===== config.mk =====
export PLATFORM = sky130hd
export DESIGN_NAME = mem_ctrl
export DESIGN_NICKNAME = d
export VERILOG_FILES = /design/src/rtl/mem_ctrl_pkg.sv /design/src/rtl/mem_ctrl_ram16x8.sv /design/src/rtl/mem_ctrl.sv
export SDC_FILE = /design/constraint.sdc
export NUM_CORES = 1
export LEC_CHECK = 0
export ABC_AREA = 1
export BUFFER_PORTS_ARGS = -buffer_cell sky130_fd_sc_hd__buf_2
export CAP_MARGIN = 20
export CORE_MARGIN = 10
export CORE_UTILIZATION = 55
export CTS_BUF_LIST = sky130_fd_sc_hd__clkbuf_4
export CTS_CLUSTER_SIZE = 25
export DETAILED_ROUTE_END_ITERATION = 8
export GPL_TIMING_DRIVEN = 0
export HOLD_SLACK_MARGIN = 0.08
export PLACE_DENSITY = 0.77
export SYNTH_ARGS = -nofsm -noshare
export SYNTH_HDL_FRONTEND = slang
export SYNTH_SLANG_ARGS = --single-unit

===== constraint.sdc =====
create_clock -name clk -period 2.9 [get_ports clk]
set_input_delay 0.435 -clock clk [delete_from_list [all_inputs] [get_ports clk]]
set_output_delay 0.435 -clock clk [all_outputs]
set_load 0.1 [all_outputs]

===== src/rtl/mem_ctrl_pkg.sv =====
// -----------------------------------------------------------------------------
// mem_ctrl_pkg
//   Shared definitions for the memory controller:
//   - FSM state encoding (LOAD / START / RUN) as seen on the state port
//   - address/data widths of the 16x8 memory
//   - width and default limit of the loader wait (timeout) counter
// -----------------------------------------------------------------------------
package mem_ctrl_pkg;

    localparam int ADDR_W          = 4;
    localparam int DATA_W          = 8;
    localparam int MEM_DEPTH       = 1 << ADDR_W;
    localparam int WAIT_W          = 4;
    localparam int TIMEOUT_DEFAULT = 15;

    typedef enum logic [1:0] {
        ST_LOAD  = 2'b00,
        ST_START = 2'b01,
        ST_RUN   = 2'b10
    } state_e;

endpackage : mem_ctrl_pkg


===== src/rtl/mem_ctrl_ram16x8.sv =====
// -----------------------------------------------------------------------------
// ram16x8
//   16 x 8 storage array with:
//   - port A: combinational read (zero latency)
//   - port B: synchronous read into a holding register, updated only when
//             re_b_i=1, so the last read value stays visible between reads
//   - one synchronous write port
//   - synchronous active-low clear of every byte and of the port-B register
//
// Ports
//   clk        in   clock
//   clr_n_i    in   synchronous clear, active-low
//   raddr_a_i  in   port A read address
//   rdata_a_o  out  port A read data (combinational)
//   re_b_i     in   port B read enable
//   raddr_b_i  in   port B read address
//   rdata_b_o  out  port B registered read data
//   we_i       in   write enable
//   waddr_i    in   write address
//   wdata_i    in   write data
// -----------------------------------------------------------------------------
module ram16x8
    import mem_ctrl_pkg::*;
(
    input  logic              clk,
    input  logic              clr_n_i,
    input  logic [ADDR_W-1:0] raddr_a_i,
    output logic [DATA_W-1:0] rdata_a_o,
    input  logic              re_b_i,
    input  logic [ADDR_W-1:0] raddr_b_i,
    output logic [DATA_W-1:0] rdata_b_o,
    input  logic              we_i,
    input  logic [ADDR_W-1:0] waddr_i,
    input  logic [DATA_W-1:0] wdata_i
);

    logic [DATA_W-1:0] mem_q [MEM_DEPTH];
    logic [DATA_W-1:0] rdata_b_q;

    // NOTE: clearing the array on reset turns it into flip-flops rather than
    // a RAM macro; that is intended here because the contents must read as
    // zero straight after clear.
    always_ff @(posedge clk) begin
        if (!clr_n_i) begin
            for (int i = 0; i < MEM_DEPTH; i++) begin
                mem_q[i] <= '0;
            end
        end else if (we_i) begin
            mem_q[waddr_i] <= wdata_i;
        end
    end

    // Port B reads the pre-write contents; the controller never reads and
    // writes through the loader in the same cycle, so no bypass is needed.
    always_ff @(posedge clk) begin
        if (!clr_n_i) begin
            rdata_b_q <= '0;
        end else if (re_b_i) begin
            rdata_b_q <= mem_q[raddr_b_i];
        end
    end

    assign rdata_a_o = mem_q[raddr_a_i];
    assign rdata_b_o = rdata_b_q;

endmodule : ram16x8


===== src/rtl/mem_ctrl.sv =====
// -----------------------------------------------------------------------------
// mem_ctrl
//   Owns a 16x8 memory shared between a CPU and a loader.
//   LOAD : CPU held in clear, loader has the memory to itself.
//   START: one-cycle clear pulse for the CPU, loader requests wait.
//   RUN  : CPU runs with priority; loader is served only in cycles with no
//          CPU access, and is aborted with ld_err after TIMEOUT waiting
//          cycles.
//
// Ports
//   clk           in   clock, rising edge
//   clr           in   synchronous reset, active-low
//   cpu_read      in   CPU read strobe
//   cpu_write     in   CPU write strobe (honoured in RUN only)
//   cpu_address   in   CPU address
//   cpu_data_in   in   CPU write data
//   cpu_data_out  out  mem[cpu_address], combinational
//   cpu_clr       out  1 = hold CPU in clear (LOAD, START)
//   go            in   pulse: LOAD -> START
//   stop          in   pulse: START/RUN -> LOAD (wins over go)
//   ld_req        in   loader request, held until ld_ack
//   ld_we         in   loader access type, 1 = write
//   ld_addr       in   loader address
//   ld_wdata      in   loader write data
//   ld_ack        out  one-cycle completion pulse
//   ld_rdata      out  loader read data, held until next read ack
//   ld_err        out  with ld_ack: 1 = aborted by timeout
//   state         out  FSM state (LOAD=00, START=01, RUN=10)
// -----------------------------------------------------------------------------
module mem_ctrl
    import mem_ctrl_pkg::*;
#(
    parameter int TIMEOUT = TIMEOUT_DEFAULT
) (
    input  logic              clk,
    input  logic              clr,
    input  logic              cpu_read,
    input  logic              cpu_write,
    input  logic [ADDR_W-1:0] cpu_address,
    input  logic [DATA_W-1:0] cpu_data_in,
    output logic [DATA_W-1:0] cpu_data_out,
    output logic              cpu_clr,
    input  logic              go,
    input  logic              stop,
    input  logic              ld_req,
    input  logic              ld_we,
    input  logic [ADDR_W-1:0] ld_addr,
    input  logic [DATA_W-1:0] ld_wdata,
    output logic              ld_ack,
    output logic [DATA_W-1:0] ld_rdata,
    output logic              ld_err,
    output logic [1:0]        state
);

    localparam logic [WAIT_W-1:0] TIMEOUT_CNT = WAIT_W'(TIMEOUT);

    state_e            state_q, state_d;
    logic              ld_ack_q, ld_ack_d;
    logic              ld_err_q, ld_err_d;
    logic [WAIT_W-1:0] wait_q, wait_d;

    logic              grant_ok;
    logic              pending;
    logic              grant;
    logic              abort;
    logic              cpu_wr_en;
    logic              ld_wr_en;
    logic              ld_rd_en;
    logic              mem_we;
    logic [ADDR_W-1:0] mem_waddr;
    logic [DATA_W-1:0] mem_wdata;

    // ------------------------------------------------------------------
    // FSM
    // ------------------------------------------------------------------
    // NOTE: registered state uses non-blocking assignments so every flop
    // samples the pre-edge values, independent of block ordering.
    always_ff @(posedge clk) begin
        if (!clr) begin
            state_q <= ST_LOAD;
        end else begin
            state_q <= state_d;
        end
    end

    // NOTE: every output of this block gets a default first, so no path
    // leaves a signal unassigned and no latch is inferred.
    always_comb begin
        state_d = state_q;
        unique case (state_q)
            ST_LOAD:  if (go && !stop) state_d = ST_START;
            ST_START: state_d = stop ? ST_LOAD : ST_RUN;
            ST_RUN:   if (stop) state_d = ST_LOAD;
            default:  state_d = ST_LOAD;
        endcase
    end

    // ------------------------------------------------------------------
    // Loader arbitration and timeout
    // ------------------------------------------------------------------
    always_comb begin
        grant_ok = 1'b0;
        unique case (state_q)
            ST_LOAD:  grant_ok = 1'b1;
            ST_START: grant_ok = 1'b0;
            ST_RUN:   grant_ok = !cpu_read && !cpu_write;
            default:  grant_ok = 1'b0;
        endcase
    end

    // The ack cycle itself is never a grant cycle, which keeps acks apart.
    assign pending = ld_req && !ld_ack_q;
    assign grant   = pending && grant_ok;
    assign abort   = pending && !grant_ok && (wait_q == TIMEOUT_CNT);

    always_comb begin
        ld_ack_d = grant || abort;
        ld_err_d = abort;
        wait_d   = wait_q;
        if (!ld_req || ld_ack_q || grant || abort) begin
            wait_d = '0;
        end else if (state_q == ST_START || state_q == ST_RUN) begin
            wait_d = wait_q + WAIT_W'(1);
        end
        // In LOAD a pending request is always granted, so a count carried
        // over from a stop mid-wait is simply held until that grant.
    end

    always_ff @(posedge clk) begin
        if (!clr) begin
            ld_ack_q <= 1'b0;
            ld_err_q <= 1'b0;
            wait_q   <= '0;
        end else begin
            ld_ack_q <= ld_ack_d;
            ld_err_q <= ld_err_d;
            wait_q   <= wait_d;
        end
    end

    // ------------------------------------------------------------------
    // Memory port muxing
    // ------------------------------------------------------------------
    // A loader grant in RUN requires cpu_write=0, so the two writers never
    // collide; the CPU still takes the mux first for clarity.
    assign cpu_wr_en = (state_q == ST_RUN) && cpu_write;
    assign ld_wr_en  = grant && ld_we;
    assign ld_rd_en  = grant && !ld_we;

    assign mem_we    = cpu_wr_en || ld_wr_en;
    assign mem_waddr = cpu_wr_en ? cpu_address : ld_addr;
    assign mem_wdata = cpu_wr_en ? cpu_data_in : ld_wdata;

    ram16x8 u_ram (
        .clk       (clk),
        .clr_n_i   (clr),
        .raddr_a_i (cpu_address),
        .rdata_a_o (cpu_data_out),
        .re_b_i    (ld_rd_en),
        .raddr_b_i (ld_addr),
        .rdata_b_o (ld_rdata),
        .we_i      (mem_we),
        .waddr_i   (mem_waddr),
        .wdata_i   (mem_wdata)
    );

    // ------------------------------------------------------------------
    // Outputs
    // ------------------------------------------------------------------
    assign cpu_clr = (state_q != ST_RUN);
    assign ld_ack  = ld_ack_q;
    assign ld_err  = ld_err_q;
    assign state   = state_q;

endmodule : mem_ctrl


# == After elaboration in Yosys (flattened, before gate mapping) ==
# Memory sizes are Yosys's and may differ from the RTL's. A register that Yosys moved wholly into a read port is not among the register bits.
# Index checks and enable logic that the tools add are counted.
# totals
n_memories,1
elab_cells,54
input_bits,32
ram_bits,128
ff_bits,8
out_inout_bits,21
# mem_list
name,depth,width,read_ports,rd_ports_with_merged_regs,write_ports,line_no,text
u_ram.mem_q,16,8,2,1,16,mem_ctrl_ram16x8.sv:37,logic [DATA_W-1:0] mem_q [MEM_DEPTH];
# op_classes
bitwise_logic,1
n_eq_ne,6
mux,14
n_reduce_logical,27
add_sub_neg,1
# op_table
operator,n
$mux 8,2
$logic_and 1x1->1,9
$logic_not 1->1,8
$mux 4,2
$reduce_or 8->1,1
$logic_or 1x1->1,6
$mux 2,3
$ne 2x2->1 const B,3
$pmux 2 s3,1
$mux 1,5
$add 4x1->4 const B,1
$eq 4x4->1 const B,1
$eq 2x1->1 const B,1
$eq 2x2->1 const B,1
$logic_not 2->1,1
$pmux 1 s2,1
$reduce_and 2->1,1
$reduce_or 2->1,1
$not 1->1,1

# == Longest topological paths before layout ==
# Gate-level depths: netlist (run 1).
# logic_depth
depth_word,11
mapped_depth,10
mapped_depth_nobuf,9

# == Modules after synthesis ==
# A second synthesis (run 1) with hierarchy kept.
# hier_totals
cells_unflattened,1009
area_unflattened_um2,8157.8
# by_module_without_submodules
mod,instances,area_per_inst_um2,seq_area_each_um2,cells_per_inst
ram16x8,1,7523.5,4003.8,930
mem_ctrl,1,634.4,160.2,79

# == Least setup slack after synthesis (run 1) ==
# Ideal clock, no wire load.
# synth_path
path_type,register to register
startpoint,"reg state_q[0], in the netlist state[0]"
endpoint,"mem u_ram.mem_q[5][0], enable pin"
setup_time_ps,329
arrival_ps,2694
synth_period_minus_slack_ps,3023
n_path_buf,1
setup_slack_ps,-123
stages_incl_launch_ff,11
cell_sequence,dfxtp_1 -> inv_1 -> ha_1 -> nand2_4 -> buf_6 -> nand2_1 -> o21ai_2 -> inv_4 -> nor2_8 -> nand4_4 -> nand2_1
# synth_rtl
item,line_no,text
start: declaration,mem_ctrl.sv:57,"state_e state_q, state_d;"
start signal: assignment,mem_ctrl.sv:82,state_q <= state_d;
end: declaration,mem_ctrl_ram16x8.sv:37,

# == Worst setup path in the final report (run 1) ==
# layout_path
startpoint,in cpu_address[0]
endpoint,out cpu_data_out[5]
# layout_via
elab_chain_len,1
# layout_lines
item,line_no,text
start: declaration,mem_ctrl.sv:39,"input logic [ADDR_W-1:0] cpu_address,"
$mem_v2 16x8,--,
end: declaration,mem_ctrl.sv:41,"output logic [DATA_W-1:0] cpu_data_out,"
# Every way passes these cells.

==> results.cfg, run 1 <==
[outcome]
status = finished clean

[synthesis]
synthArstFlopShare_pct = 0
yosysWarnings = 0
synthCells = 1030
synth_edf_count = 128
ys_ff_latch = 144
syn-cell-area_mm2 = 0.00841
avgSynthCellArea_um2 = 8.17
ys.flop_type = edfxtp_1
syn_nets = 1067
synth_seq_area_share_pct = 49.5
synth_cell_types = 31

[placement]
place.gp.congestion = 1.09
port_buffers = 45
placed_cells = 1263
pre_cts_slack_ns = 0.0651
placed_area_mm2 = 0.00887
hpwlAfterDp_um = 21900

[grt]
antenna_found_initial = 2
grt_usage_pct = 29.2
grt_pass1_wl_um = 44100
overflow = 0
first_global_vias = 7180
grt_max_degree = 17

[min_path]
worstHoldPathType = in -> reg

[cells_and_area]
layout.cells.most_common = nor2_1
nets = 1131
stdcell_count = 1298
n_fill_cell = 1360
syn_to_final_growth_pct = 9.47
drive_above_1_share_pct = 13.1
layout_common_cells = 187 x nor2_1, 174 x nand2_1, 140 x nand3_1, 128 x edfxtp_1, 115 x inv_1
stdcell_area_mm2 = 0.00921
finish.utilization_pct = 61.0

[clock_tree]
numClockSinks = 144
cts_made_buffers = 17
cts_setup_buffers = 0
cts-root-buf = clkbuf_4
tritoncts = yes
clock_latency_ns = 0.60
clk_pin_slew_worst_paths_ns = 0.13
htreeDepth = 4
holdBufCountCts = 0
clk_path_buf_depth = 2

[routing]
drc = 0
drt_iter0_drc = 1240
wl_um = 29800
dr_total_vias = 7781
wl_per_cell_um = 22.9
ant_nets = 0
vias_per_cell = 5.99
drtPass1Iterations = 6
dr_wl_met2_um = 12600
wl_met1_um = 11700
wl_met3_um = 4040
dr.max_layer_used = met4

[floorplanning]
chipHeight_um = 144
rows = 45
core_mm2 = 0.0151
fp.dieW_um = 144
ioPinCount = 53
start_util_pct = 55.8
die-area_mm2 = 0.0206

[power_and_ir_drop]
power.density_mw_per_mm2 = 610
max-vdd-ir-drop_uv = 737
total_power_mw = 5.62
p_leak_nw = 4.11

[sta]
worst_clock_skew_ns = 0.0252
fmax_mhz = 346
rsz0062_at_grt = false
hold_violations = 0
relSlewSlack_pct = 27.6
drv_slew = 0
fin_ws_ns = 0.00888
fin_crit_sh_pct = 99.7
layout_min_cycle_time_ns = 2.89
worst_pin_slew_ns = 1.06
tns_ns = 0
holdWs_ns = 0.176
setup_viol = 0

[critical_path]
cp_max_fo = 10
crit_slowest_cell = buf_2
crit_chain = buf_2 -> clkinv_1 -> clkbuf_1 -> a21oi_1 -> o21ai_0 -> nand3_1 -> nand3_1 -> nand2_1 -> buf_2
arrival_ns = 2.46
crit_required_ns = 2.47
max_stage_delay_ns = 0.43
end_kind = primary output
start_kind = primary input
worstSetupPathType = in -> out

[job]
cap_violations = 0
-- registers in the layout, summed over array words and instances (netlist names) --
register         count
u_ram.mem_q        128
u_ram.rdata_b_o      8
wait_q               4
state                2
ld_ack               1
ld_err               1
-- worst paths after layout --
path	start	depth (start not counted)	slack, ns	to
worst max-delay path	cpu_address[0]	9	0.009	cpu_data_out[5]
worst min-delay path	stop	4	0.18	state[1]
worst max register to register	state[0]	7	0.09	u_ram.mem_q[5][1]
worst min register to register	wait_q[2]	2	0.51	wait_q[2]
-- area by class of cell --
type | count | area [um^2] | share of cell area (%)
Sequential cell | 144 | 4170 | 45.2
Multi-Input combinational cell | 697 | 3500 | 38.0
Inverter | 125 | 472 | 5.12
Buffer | 64 | 289 | 3.14
Tap cell | 188 | 235 | 2.55
Timing Repair Buffer | 45 | 225 | 2.45
Clock inverter | 13 | 178 | 1.93
Clock buffer | 19 | 143 | 1.55
Antenna cell | 3 | 7.51 | 0.0815
-- repair_timing --
action / 4_1_cts / 5_1_grt
endpoints found under the hold margin: 0 / 0
setup endpoints to repair: 0 / 8
gates resized for setup: 0 / 7
-- synthesized netlist by cell type, drive strengths merged (2+ instances only) --
| master | n | share of area [%] |
|---|---|---|
| nand2 | 176 | 8.0 |
| nor2 | 195 | 9.6 |
| edfxtp | 128 | 46 |
| nand4 | 16 | 3.6 |
| nor3 | 2 | 0.12 |
| nand3 | 140 | 8.3 |
| o21ai | 76 | 5.0 |
| a21oi | 66 | 3.9 |
| o21a | 8 | 0.71 |
| ha | 5 | 0.74 |
| buf | 35 | 2.1 |
| clkbuf | 29 | 1.3 |
| clkinv | 2 | 0.089 |
| inv | 123 | 5.5 |
| dfxtp | 16 | 3.8 |
| mux2i | 9 | 1.1 |
-- worst max-delay path: cells and delay by family --
family / cells / cell delay, ns
buffers and inverters: 4 / 1.23
and+or+nand+nor: 3 / 0.42
AOI/OAI and AO/OA: 2 / 0.36
-- power breakdown --
part	internal (mW)	switching (mW)
clock network	0.636	0.828
logic	0.358	1.36
registers	2.38	0.0621
total	3.37	2.25
-- logic make-up after synthesis --
| group | synth area share, % |
|---|---|
| flip-flops | 49.5 |
| multiplexers | 1.07 |
| AND/OR/NAND/NOR | 29.8 |
| AO/OA/AOI/OAI | 9.79 |
| adder cells (fa/ha/maj) | 0.744 |
| buffers and inverters | 9.00 |
| XOR/XNOR | 0.104 |
-- metal layers --
layer,up-vias,global-route usage (%)
met5,-,0
met4,0,13.6
met3,108,9.74
met2,575,41.7
met1,3570,39.0
li1,3528,-
No activity file was read; power rests on OpenSTA's default activity.
==> inputs of run 2 (changes only) <==
Settings changed: PLACE_DENSITY 0.77 to 0.8, SKIP_LAST_GASP set to 1.
Clock period 2.9 ns to 2.35 ns, I/O delays scaled along.
==> run 2 against run 1 <==
  * The flow now finishes with violations (negative setup slack)
  * Cell area rose by 4.1%
  * Largest cell class unchanged
  * Clock-buffer cell count rose by 1
  * Die area did not move
  * First-iteration DRC count up 10%
  * Global-route usage rose by 0.19 points
  * Sequential share of layout area shrank 1.7 points
  * Via count up 2.2%
  * Clock skew hardly changed
==> results.cfg, run 2 (synthesized netlist as in run 1, its figures left out) <==
[critical_path]
worst_r2r_path_depth = 7
r2r-end = u_ram.mem_q[8][3]
r2r_slack_ns = 0.08
cp_max_fo = 10
worstSetupPathType = in -> out
arrival_ns = 2.00
crit_slowest_cell = clkbuf_4
start_kind = primary input
crit_required_ns = 2.00
end_kind = primary output
max_stage_delay_ns = 0.32
crit_chain = buf_2 -> buf_2 -> clkbuf_4 -> a21oi_1 -> o21ai_0 -> nand3_1 -> nand3_1 -> nand2_1 -> buf_4
r2r_start = state[0]

[power_and_ir_drop]
power.density_mw_per_mm2 = 728
p_sw_share_pct = 39.2
p_int_mw = 4.24
p_clk_share_pct = 24.0
p_leak_nw = 4.20
power.net_switching_mw = 2.74
power_frac_seq_pct = 43.3
max-vdd-ir-drop_uv = 718
power_frac_comb_pct = 32.7

[cells_and_area]
finish.utilization_pct = 63.5
stdcell_area_mm2 = 0.00959
syn_to_final_growth_pct = 14.0
drive_above_1_share_pct = 17.4
layout.cells.most_common = nor2_1
layout_common_cells = 186 x nor2_1, 157 x nand2_1, 139 x nand3_1, 128 x edfxtp_1, 114 x inv_1
largest_register_ffs = 128
n_fill_cell = 1340
regMostFlops = u_ram.mem_q
nets = 1143

[routing]
ant_nets = 0
drt_iter0_drc = 1367
drtPass1Iterations = 8
dr_total_vias = 7952
wl_per_cell_um = 22.7
drc = 0
wl_um = 29600
vias_per_cell = 6.08

[sta]
drv_slew = 0
worst_clock_skew_ns = 0.0254
setup_viol = 1
fin_crit_sh_pct = 100
relSlewSlack_pct = 44.5
fin_ws_ns = -0.00324
hold_violations = 0
fmax_mhz = 425
rsz0062_at_grt = true
worst_pin_slew_ns = 0.832
holdWs_ns = 0.103
layout_min_cycle_time_ns = 2.35

[min_path]
whs_endpoint = ld_err
worstHoldPathType = in -> reg
hold_path_startpoint = ld_req
hold_depth = 5

[floorplanning]
start_util_pct = 55.8
chipHeight_um = 144
core_mm2 = 0.0151
die-area_mm2 = 0.0206
ioPinCount = 53
rows = 45
fp.dieW_um = 144

[clock_tree]
clock_latency_ns = 0.59
htreeDepth = 4
cts-root-buf = clkbuf_4
tritoncts = yes
numClockSinks = 144
holdBufCountCts = 0
clk_path_buf_depth = 2
cts_made_buffers = 17
clk_pin_slew_worst_paths_ns = 0.13

[job]
cap_violations = 0

[grt]
first_global_vias = 7598
antenna_found_initial = 2
grt_max_degree = 17
overflow = 0
grt_pass1_wl_um = 44400
grt_usage_pct = 29.4

[outcome]
violations = negative setup slack
status = finished with violations

[placement]
hpwlAfterDp_um = 20900
placed_area_mm2 = 0.00893
port_buffers = 45
place.gp.congestion = 1.02
## run 2: cell count changes in the layout (fill, tap and decap cells not counted), moves of 5 or more
cell / change
buf_4: +16
clkbuf_4: +5
mux2i_1: -7
clkbuf_1: -7
nand2_4: +13
nand2_1: -17
## run 2: critical path: cells and delay by family
| family | cells | cell delay, ns |
|---|---|---|
| buffers and inverters | 4 | 0.97 |
| AND/OR/NAND/NOR | 3 | 0.48 |
| AO/OA/AOI/OAI | 2 | 0.19 |
## run 2: worst max-delay path by stage
stage,slack (ns),start,to,cells past startpoint
finish,-0.003,cpu_address[0],cpu_data_out[3],9
global route,-0.11,cpu_address[0],cpu_data_out[1],9
CTS,-0.07,state[0],u_ram.mem_q[1][1],9
detailed placement,-0.49,clr,u_ram.mem_q[8][5],4
global placement,-0.43,clr,u_ram.mem_q[8][5],4
floorplan,-0.04,state[0],u_ram.mem_q[4][0],10
## run 2: power groups by stage
stage	sequential (mW)	combinational [mW]	clock (mW)
final	3.02	2.29	1.68
after floorplan	3.40	1.22	0
after CTS	3.01	2.16	1.67
after global routing	3.04	2.40	1.77
after detailed placement	3.07	2.08	0
after global placement	3.07	2.05	0
## run 2: layout make-up
class / count / area (um^2) / share of cell area, %
Antenna cell: 1 / 2.50 / 0.0261
Buffer: 64 / 324 / 3.38
Clock buffer: 20 / 150 / 1.57
Clock inverter: 12 / 143 / 1.49
Inverter: 125 / 472 / 4.92
Multi-Input combinational cell: 697 / 3720 / 38.8
Sequential cell: 144 / 4170 / 43.5
Tap cell: 188 / 235 / 2.45
Timing Repair Buffer: 57 / 367 / 3.82
## run 2: layer usage
metal / routed length [um] / global-route usage (%)
met1: 10900 / 37.4
met2: 12800 / 43.0
met3: 4340 / 10.0
met4: 1600 / 16.0
met5: 13 / 0
## run 2: repair_timing
item / CTS / global route
buffers inserted: 6 / 5
endpoints found under the setup margin: 184 / 203
resized for setup: 44 / 34
pin swaps: 3 / 10
cloned: 0 / 0
## run 2: metrics by stage
stage | instances | worst slack, ns | power, mW | setup TNS (ns)
5_1_grt | 1308 | -0.108 | 7.21 | -0.240
2_1_floorplan | 1030 | -0.0387 | 4.62 | -2.24
3_3_place_gp | 1263 | -0.427 | 5.12 | -40.91
4_1_cts | 1301 | -0.0669 | 6.84 | -1.11
3_5_place_dp | 1263 | -0.488 | 5.16 | -46.45
6_report | 1308 | -0.00324 | 6.98 | -0.00324
